## src/rtl/pixel_rx_pkg.sv

```systemverilog
// Shared definitions for the pixel readout receiver.
//   PIX_W / WORD_W / PIX_PER_WORD : pixel, bus word and pixels-per-word sizes
//   word_entry_t                  : one buffered bus word with its frame tags
//   ser_state_t                   : serializer FSM states
//   byte_sel()                    : extract pixel n (0 = bits [7:0]) from a word
package pixel_rx_pkg;

    localparam int PIX_W        = 8;
    localparam int WORD_W       = 32;
    localparam int PIX_PER_WORD = 4;

    typedef struct packed {
        logic [WORD_W-1:0] data;
        logic              sof;
        logic              eof;
    } word_entry_t;

    typedef enum logic [0:0] {
        SER_IDLE  = 1'b0,
        SER_SHIFT = 1'b1
    } ser_state_t;

    function automatic logic [PIX_W-1:0] byte_sel(input logic [WORD_W-1:0] w,
                                                  input logic [1:0]        idx);
        logic [PIX_W-1:0] b;
        case (idx)
            2'd0:    b = w[7:0];
            2'd1:    b = w[15:8];
            2'd2:    b = w[23:16];
            2'd3:    b = w[31:24];
            default: b = 8'h00;
        endcase
        return b;
    endfunction

endpackage

```

## src/rtl/pixel_word_fifo.sv

```systemverilog
// Synchronous word FIFO for tagged pixel words.
//   clk, reset (sync, active-low)
//   push, push_data : write request and entry
//   pop, pop_data   : read request and head entry (valid when !empty)
//   full, empty     : occupancy status
//   drop            : push refused because the FIFO was full and not popping
// A pop in the same cycle as a push on a full FIFO frees the slot first,
// so that push is accepted.
module pixel_word_fifo
    import pixel_rx_pkg::*;
#(
    parameter int DEPTH = 4
) (
    input  logic        clk,
    input  logic        reset,
    input  logic        push,
    input  word_entry_t push_data,
    input  logic        pop,
    output word_entry_t pop_data,
    output logic        full,
    output logic        empty,
    output logic        drop
);

    localparam int AW = $clog2(DEPTH);

    logic [AW:0]  wr_ptr_r;
    logic [AW:0]  rd_ptr_r;
    word_entry_t  mem_r [DEPTH];
    logic         do_pop_s;
    logic         do_push_s;

    // Extra pointer bit distinguishes full from empty when the indices match.
    assign empty     = (wr_ptr_r == rd_ptr_r);
    assign full      = (wr_ptr_r[AW] != rd_ptr_r[AW]) &&
                       (wr_ptr_r[AW-1:0] == rd_ptr_r[AW-1:0]);
    assign do_pop_s  = pop && !empty;
    assign do_push_s = push && (!full || do_pop_s);
    assign drop      = push && !do_push_s;
    assign pop_data  = mem_r[rd_ptr_r[AW-1:0]];

    // Pointer update with synchronous active-low reset.
    always_ff @(posedge clk) begin
        if (!reset) begin
            wr_ptr_r <= '0;
            rd_ptr_r <= '0;
        end else begin
            if (do_push_s) begin
                wr_ptr_r <= wr_ptr_r + (AW+1)'(1);
            end
            if (do_pop_s) begin
                rd_ptr_r <= rd_ptr_r + (AW+1)'(1);
            end
        end
    end

    // Storage array; contents are don't-care until written, so no reset.
    always_ff @(posedge clk) begin
        if (do_push_s) begin
            mem_r[wr_ptr_r[AW-1:0]] <= push_data;
        end
    end

endmodule

```

## src/rtl/pixel_readout_rx.sv

```systemverilog
// Pixel readout receiver: captures 32-bit words from the shared pixel bus
// during read phases, tags frame start/end, buffers them and serializes
// them as a byte stream with valid/ready handshake.
//   clk, reset (sync, active-low)
//   read, data_in             : readout strobe and bus word (pixel0 in [7:0])
//   pix_data/valid/ready      : output byte stream
//   pix_sof, pix_eof          : first / last byte of a frame
//   frame_done                : one-cycle pulse after the eof byte transfers
//   overflow, frame_err       : sticky error flags
module pixel_readout_rx
    import pixel_rx_pkg::*;
#(
    parameter int WORDS_PER_FRAME = 1,
    parameter int FIFO_DEPTH      = 4
) (
    input  logic        clk,
    input  logic        reset,
    input  logic        read,
    input  logic [31:0] data_in,
    output logic [7:0]  pix_data,
    output logic        pix_valid,
    input  logic        pix_ready,
    output logic        pix_sof,
    output logic        pix_eof,
    output logic        frame_done,
    output logic        overflow,
    output logic        frame_err
);

    localparam logic [7:0] WPF_C = 8'(WORDS_PER_FRAME);

    // Capture side
    logic        armed_r;
    logic [7:0]  cnt_r;
    logic        stage_valid_r;
    word_entry_t stage_r;
    logic        overflow_r;
    logic        frame_err_r;
    logic        sample_s;
    logic        load_s;
    logic        long_s;
    logic        push_s;
    logic        short_s;
    word_entry_t push_entry_s;

    // FIFO interface
    word_entry_t fifo_data_s;
    logic        fifo_full_s;
    logic        fifo_empty_s;
    logic        fifo_drop_s;
    logic        pop_s;

    // Serializer side
    ser_state_t  state_r;
    word_entry_t word_r;
    logic [1:0]  idx_r;
    logic [7:0]  pix_data_r;
    logic        pix_valid_r;
    logic        pix_sof_r;
    logic        pix_eof_r;
    logic        frame_done_r;
    logic        xfer_s;
    logic        last_s;

    // armed_r only rises after read has been seen low, so a read phase that
    // was already in progress at reset release is ignored entirely.
    assign sample_s = read && armed_r;
    assign load_s   = sample_s && (cnt_r < WPF_C);
    assign long_s   = sample_s && (cnt_r >= WPF_C);
    assign push_s   = stage_valid_r && (sample_s || !read);
    assign short_s  = push_s && !read && !stage_r.eof;

    // Word leaving staging: read falling marks it as the last of its frame.
    always_comb begin
        push_entry_s = stage_r;
        if (!read) begin
            push_entry_s.eof = 1'b1;
        end else begin
            push_entry_s.eof = stage_r.eof;
        end
    end

    // Capture, word counting, staging and sticky error flags.
    always_ff @(posedge clk) begin
        if (!reset) begin
            armed_r       <= 1'b0;
            cnt_r         <= 8'd0;
            stage_valid_r <= 1'b0;
            stage_r       <= '0;
            overflow_r    <= 1'b0;
            frame_err_r   <= 1'b0;
        end else begin
            armed_r <= armed_r | ~read;
            if (!read) begin
                cnt_r <= 8'd0;
            end else if (sample_s && (cnt_r != 8'hFF)) begin
                cnt_r <= cnt_r + 8'd1;
            end
            stage_valid_r <= load_s;
            if (load_s) begin
                stage_r.data <= data_in;
                stage_r.sof  <= (cnt_r == 8'd0);
                stage_r.eof  <= ((cnt_r + 8'd1) == WPF_C);
            end
            overflow_r  <= overflow_r | fifo_drop_s;
            frame_err_r <= frame_err_r | long_s | short_s;
        end
    end

    pixel_word_fifo #(
        .DEPTH (FIFO_DEPTH)
    ) u_fifo (
        .clk       (clk),
        .reset     (reset),
        .push      (push_s),
        .push_data (push_entry_s),
        .pop       (pop_s),
        .pop_data  (fifo_data_s),
        .full      (fifo_full_s),
        .empty     (fifo_empty_s),
        .drop      (fifo_drop_s)
    );

    assign xfer_s = pix_valid_r && pix_ready;
    assign last_s = xfer_s && (idx_r == 2'd3);
    // Pop when idle, or right as the last byte leaves so there is no bubble.
    assign pop_s  = !fifo_empty_s && ((state_r == SER_IDLE) || last_s);

    // Serializer FSM with registered byte outputs.
    always_ff @(posedge clk) begin
        if (!reset) begin
            state_r      <= SER_IDLE;
            word_r       <= '0;
            idx_r        <= 2'd0;
            pix_data_r   <= 8'h00;
            pix_valid_r  <= 1'b0;
            pix_sof_r    <= 1'b0;
            pix_eof_r    <= 1'b0;
            frame_done_r <= 1'b0;
        end else begin
            frame_done_r <= xfer_s && pix_eof_r;
            if (pop_s) begin
                state_r     <= SER_SHIFT;
                word_r      <= fifo_data_s;
                idx_r       <= 2'd0;
                pix_data_r  <= byte_sel(fifo_data_s.data, 2'd0);
                pix_valid_r <= 1'b1;
                pix_sof_r   <= fifo_data_s.sof;
                pix_eof_r   <= 1'b0;
            end else if (last_s) begin
                state_r     <= SER_IDLE;
                idx_r       <= 2'd0;
                pix_valid_r <= 1'b0;
                pix_sof_r   <= 1'b0;
                pix_eof_r   <= 1'b0;
            end else if (xfer_s) begin
                idx_r      <= idx_r + 2'd1;
                pix_data_r <= byte_sel(word_r.data, idx_r + 2'd1);
                pix_sof_r  <= 1'b0;
                pix_eof_r  <= word_r.eof && (idx_r == 2'd2);
            end
        end
    end

    assign pix_data   = pix_data_r;
    assign pix_valid  = pix_valid_r;
    assign pix_sof    = pix_sof_r;
    assign pix_eof    = pix_eof_r;
    assign frame_done = frame_done_r;
    assign overflow   = overflow_r;
    assign frame_err  = frame_err_r;

endmodule

```

## config.mk

```make
export PLATFORM = sky130hd
export DESIGN_NAME = pixel_readout_rx
export DESIGN_NICKNAME = d
export VERILOG_FILES = /design/src/rtl/pixel_rx_pkg.sv /design/src/rtl/pixel_word_fifo.sv /design/src/rtl/pixel_readout_rx.sv
export SDC_FILE = /design/constraint.sdc
export NUM_CORES = 1
export LEC_CHECK = 0
export ABC_AREA = 1
export BUFFER_PORTS_ARGS = -buffer_cell sky130_fd_sc_hd__buf_4
export CAP_MARGIN = 0
export CORE_ASPECT_RATIO = 1.1
export CORE_MARGIN = 2
export CORE_UTILIZATION = 55
export DETAILED_ROUTE_END_ITERATION = 8
export GPL_TIMING_DRIVEN = 0
export PLACE_DENSITY = 0.77
export SYNTH_ARGS = -nofsm -noshare
export SYNTH_HDL_FRONTEND = slang
export SYNTH_SLANG_ARGS = --single-unit
```

## constraint.sdc

```tcl
create_clock -name clk -period 2.66 [get_ports clk]
set_clock_uncertainty 0.1 [all_clocks]
set_input_delay 0.133 -clock clk [delete_from_list [all_inputs] [get_ports clk]]
set_output_delay 0.133 -clock clk [all_outputs]
set_load 0.02 [all_outputs]
```

==> results.py <==
metrics = {
    "global_route": {
        "grt_overflow": 0,
        "antenna_found_initial": 0,
        "grt.total_usage": 0.248,
        "grt_max_degree": 28,
        "grt_pass1_wl_um": 34900,
        "grt_pass1_vias": 6863,
    },
    "clock_tree": {
        "cts_root_buf": "clkbuf_16",
        "cts_resized": 0,
        "cts_buffer_depth": 3,
        "clk_latency_ps": 510,
        "clock_sinks": 237,
        "cts_buffers": 23,
        "clkTransAtPathRegs_ps": 70,
        "tritoncts": "done",
        "htreeDepth": 1,
    },
    "critical_path": {
        "cp-end-kind": "flip-flop",
        "r2r_start": "cnt_r[0]",
        "crit_required_ps": 2930,
        "arrival_ps": 2730,
        "timing.rr.end": "push_entry_s[26]",
        "r2r_setup_slack_ps": 200,
        "start_kind": "flip-flop",
        "crit_fanout": 10,
        "worst-setup-path-type": "flip-flop to flip-flop",
        "r2r_cells": 8,
    },
    "flow_run": {
        "cap_violations": 0,
    },
    "sta": {
        "worstMarginPinSlew_ps": 770,
        "finalSetupTns_ps": 0,
        "post-route-min-period_ps": 2460,
        "relSlewSlack": 0.487,
        "hold_violations": 0,
        "worst_slack_ps": 200,
        "worst_hold_slack_ps": 110,
        "finalCritPeriodShare": 0.925,
        "drv_slew": 0,
        "grt_setup_unrepaired": "false",
        "max_freq_mhz": 407,
        "final-setup-viol-count": 0,
    },
    "min_path": {
        "hold_start": "reset",
        "hold_path.class": "input pin to flip-flop",
        "hold_depth": 3,
    },
    "logic_synthesis": {
        "synth.cell_area_um2": 9280,
        "synthTopCellsByArea": "edfxtp_1, dfxtp_1, nor2_1",
        "ys_types": 29,
        "synth_edf_count": 136,
        "synth-seq-cells": 237,
        "ys.flop_type": "edfxtp_1",
        "ys_seq_area_frac": 0.658,
        "syn_inst": 929,
        "syn-mean-instance-area_um2": 9.99,
        "synth_top_area_share": 0.440,
        "mappedNetlistNets": 977,
        "yosys_warnings": 0,
        "async_flop_share": 0,
        "synth_top_area_cell": "edfxtp_1",
    },
    "floorplan": {
        "die_y_um": 140,
        "die_area_um2": 17900,
        "ios": 50,
        "num_rows": 49,
        "die_w_um": 128,
        "start_util": 0.565,
        "core_area_um2": 16400,
    },
    "detailed_routing": {
        "drtAntennaViolNets": 0,
        "drc_errors": 0,
        "avgViaCountPerCell": 5.60,
        "vias": 7059,
        "drtIter0Drc": 621,
        "dr.pass1.iters": 8,
        "wirelength_um": 22300,
        "wire_per_inst_um": 17.7,
    },
    "power_and_ir_drop": {
        "vdd_drop_max_uv": 592,
        "design_power_total_mw": 10.2,
        "p_leak_nw": 4.30,
        "power.density_nw_per_um2": 915,
    },
    "placement": {
        "preCtsSetupSlack_ps": 234,
        "placed_cell_area_um2": 10000,
        "port_buffers": 48,
        "gp_congestion": 0.920,
        "dp_hpwl_um": 14500,
    },
    "layout": {
        "drive_gt1_frac": 0.112,
        "final_area_um2": 11200,
        "syn_to_final_growth_pct": 20.2,
        "nets": 1088,
        "fillers": 1205,
        "antenna_cells": 0,
    },
    "run_status": {
        "status": "completed",
    },
}
==> cells in the final DEF (no fill, tap or decap), types with 5 or more instances in the layout <==
cell	Yosys	layout
nand2_1	129	129
o22ai_1	26	26
nor2_1	176	172
edfxtp_1	136	136
dfxtp_1	101	101
a31oi_1	8	8
nand3_1	50	50
clkbuf_1	32	36
buf_4	1	49
inv_1	40	40
ha_1	12	12
o21ai_0	103	103
buf_2	15	15
a21oi_1	68	68
xor2_1	6	6
clkbuf_16	0	23
dlygate4sd3_1	0	34
buf_1	5	5
==> how the worst max path moves through the flow <==
| stage | startpoint | slack [ps] | endpoint |
|---|---|---|---|
| floorplan | idx_r[0] | -210 | u_fifo.mem_r[0][0] |
| global placement | idx_r[0] | -1480 | u_fifo.mem_r[0][26] |
| detailed placement | idx_r[0] | 230 | u_fifo.mem_r[1][19] |
| CTS | idx_r[0] | 210 | u_fifo.mem_r[1][15] |
| global route | idx_r[0] | 70 | u_fifo.mem_r[1][17] |
| finish | cnt_r[0] | 200 | push_entry_s[26] |
==> routing by layer <==
layer / wire (um) / track usage / share of wire
met5: 0 / 0 / 0
met4: 630 / 0.0844 / 0.028
met3: 1670 / 0.0390 / 0.075
met2: 10900 / 0.422 / 0.49
met1: 9070 / 0.326 / 0.41
==> critical path, cell delays in order, from the launching register on <==
cell and delay [ps]:
dfxtp_1 340, inv_1 100, ha_1 190, nand3_1 90, nor2_2 470, nand2_1 440
clkbuf_1 380, nand2_1 150, a21oi_1 80
==> kinds of logic after synthesis <==
group                      Yosys count  share of synthesized area
and+or+nand+nor                    364                      0.157
adders and majority gates           12                     0.0162
AOI/OAI and AO/OA                  210                      0.118
DFF                                237                      0.658
buffers and inverters               98                     0.0430
xor gates and xnor gates             8                    0.00755
==> cell usage after synthesis, types with 12 or more instances <==
master,number
o22ai_1,26
edfxtp_1,136
inv_1,40
dfxtp_1,101
nand2_1,129
a21oi_1,68
buf_2,15
nand3_1,50
clkbuf_1,32
nor2_1,176
o21ai_0,103
ha_1,12
==> flip-flops by register name, summed over array words and instances, names as in the netlist, 2 cells and up, named ones only <==
signal / flops
u_fifo.wr_ptr_r: 3
u_fifo.rd_ptr_r: 3
pix_data: 8
push_entry_s: 33
idx_r: 2
cnt_r: 8
u_fifo.mem_r: 136
word_r: 33
==> timing repair <==
| item | in CTS | in global routing |
|---|---|---|
| setup buffers | 0 | 0 |
| hold buffers | 34 | 0 |
| endpoints found under the hold margin | 43 | 0 |
==> metrics by stage <==
| step | util | std cells |
|---|---|---|
| 3_3_place_gp | 0.602 | 1181 |
| 2_1_floorplan | - | 929 |
| 4_1_cts | 0.679 | 1260 |
| 5_1_grt | 0.679 | 1260 |
| 6_report | 0.679 | 1260 |
| 3_5_place_dp | 0.610 | 1185 |
==> report_power, final <==
group	switching (mW)	internal [mW]	leakage (nW)
combinational	1.63	0.786	1.75
clock	1.37	2.06	0.386
sequential	0.195	4.17	2.17
total	3.19	7.02	4.30
==> final cells by class <==
type                            instances  area [um^2]  share of cell area
Timing Repair Buffer                   86          796              0.0713
Tap cell                              204          255              0.0229
Inverter                               43          161              0.0145
Clock inverter                         11          164              0.0147
Buffer                                 55          238              0.0213
Clock buffer                           30          632              0.0566
Sequential cell                       237         6110               0.547
Multi-Input combinational cell        594         2810               0.252
Power figures use the tool's default switching activity.
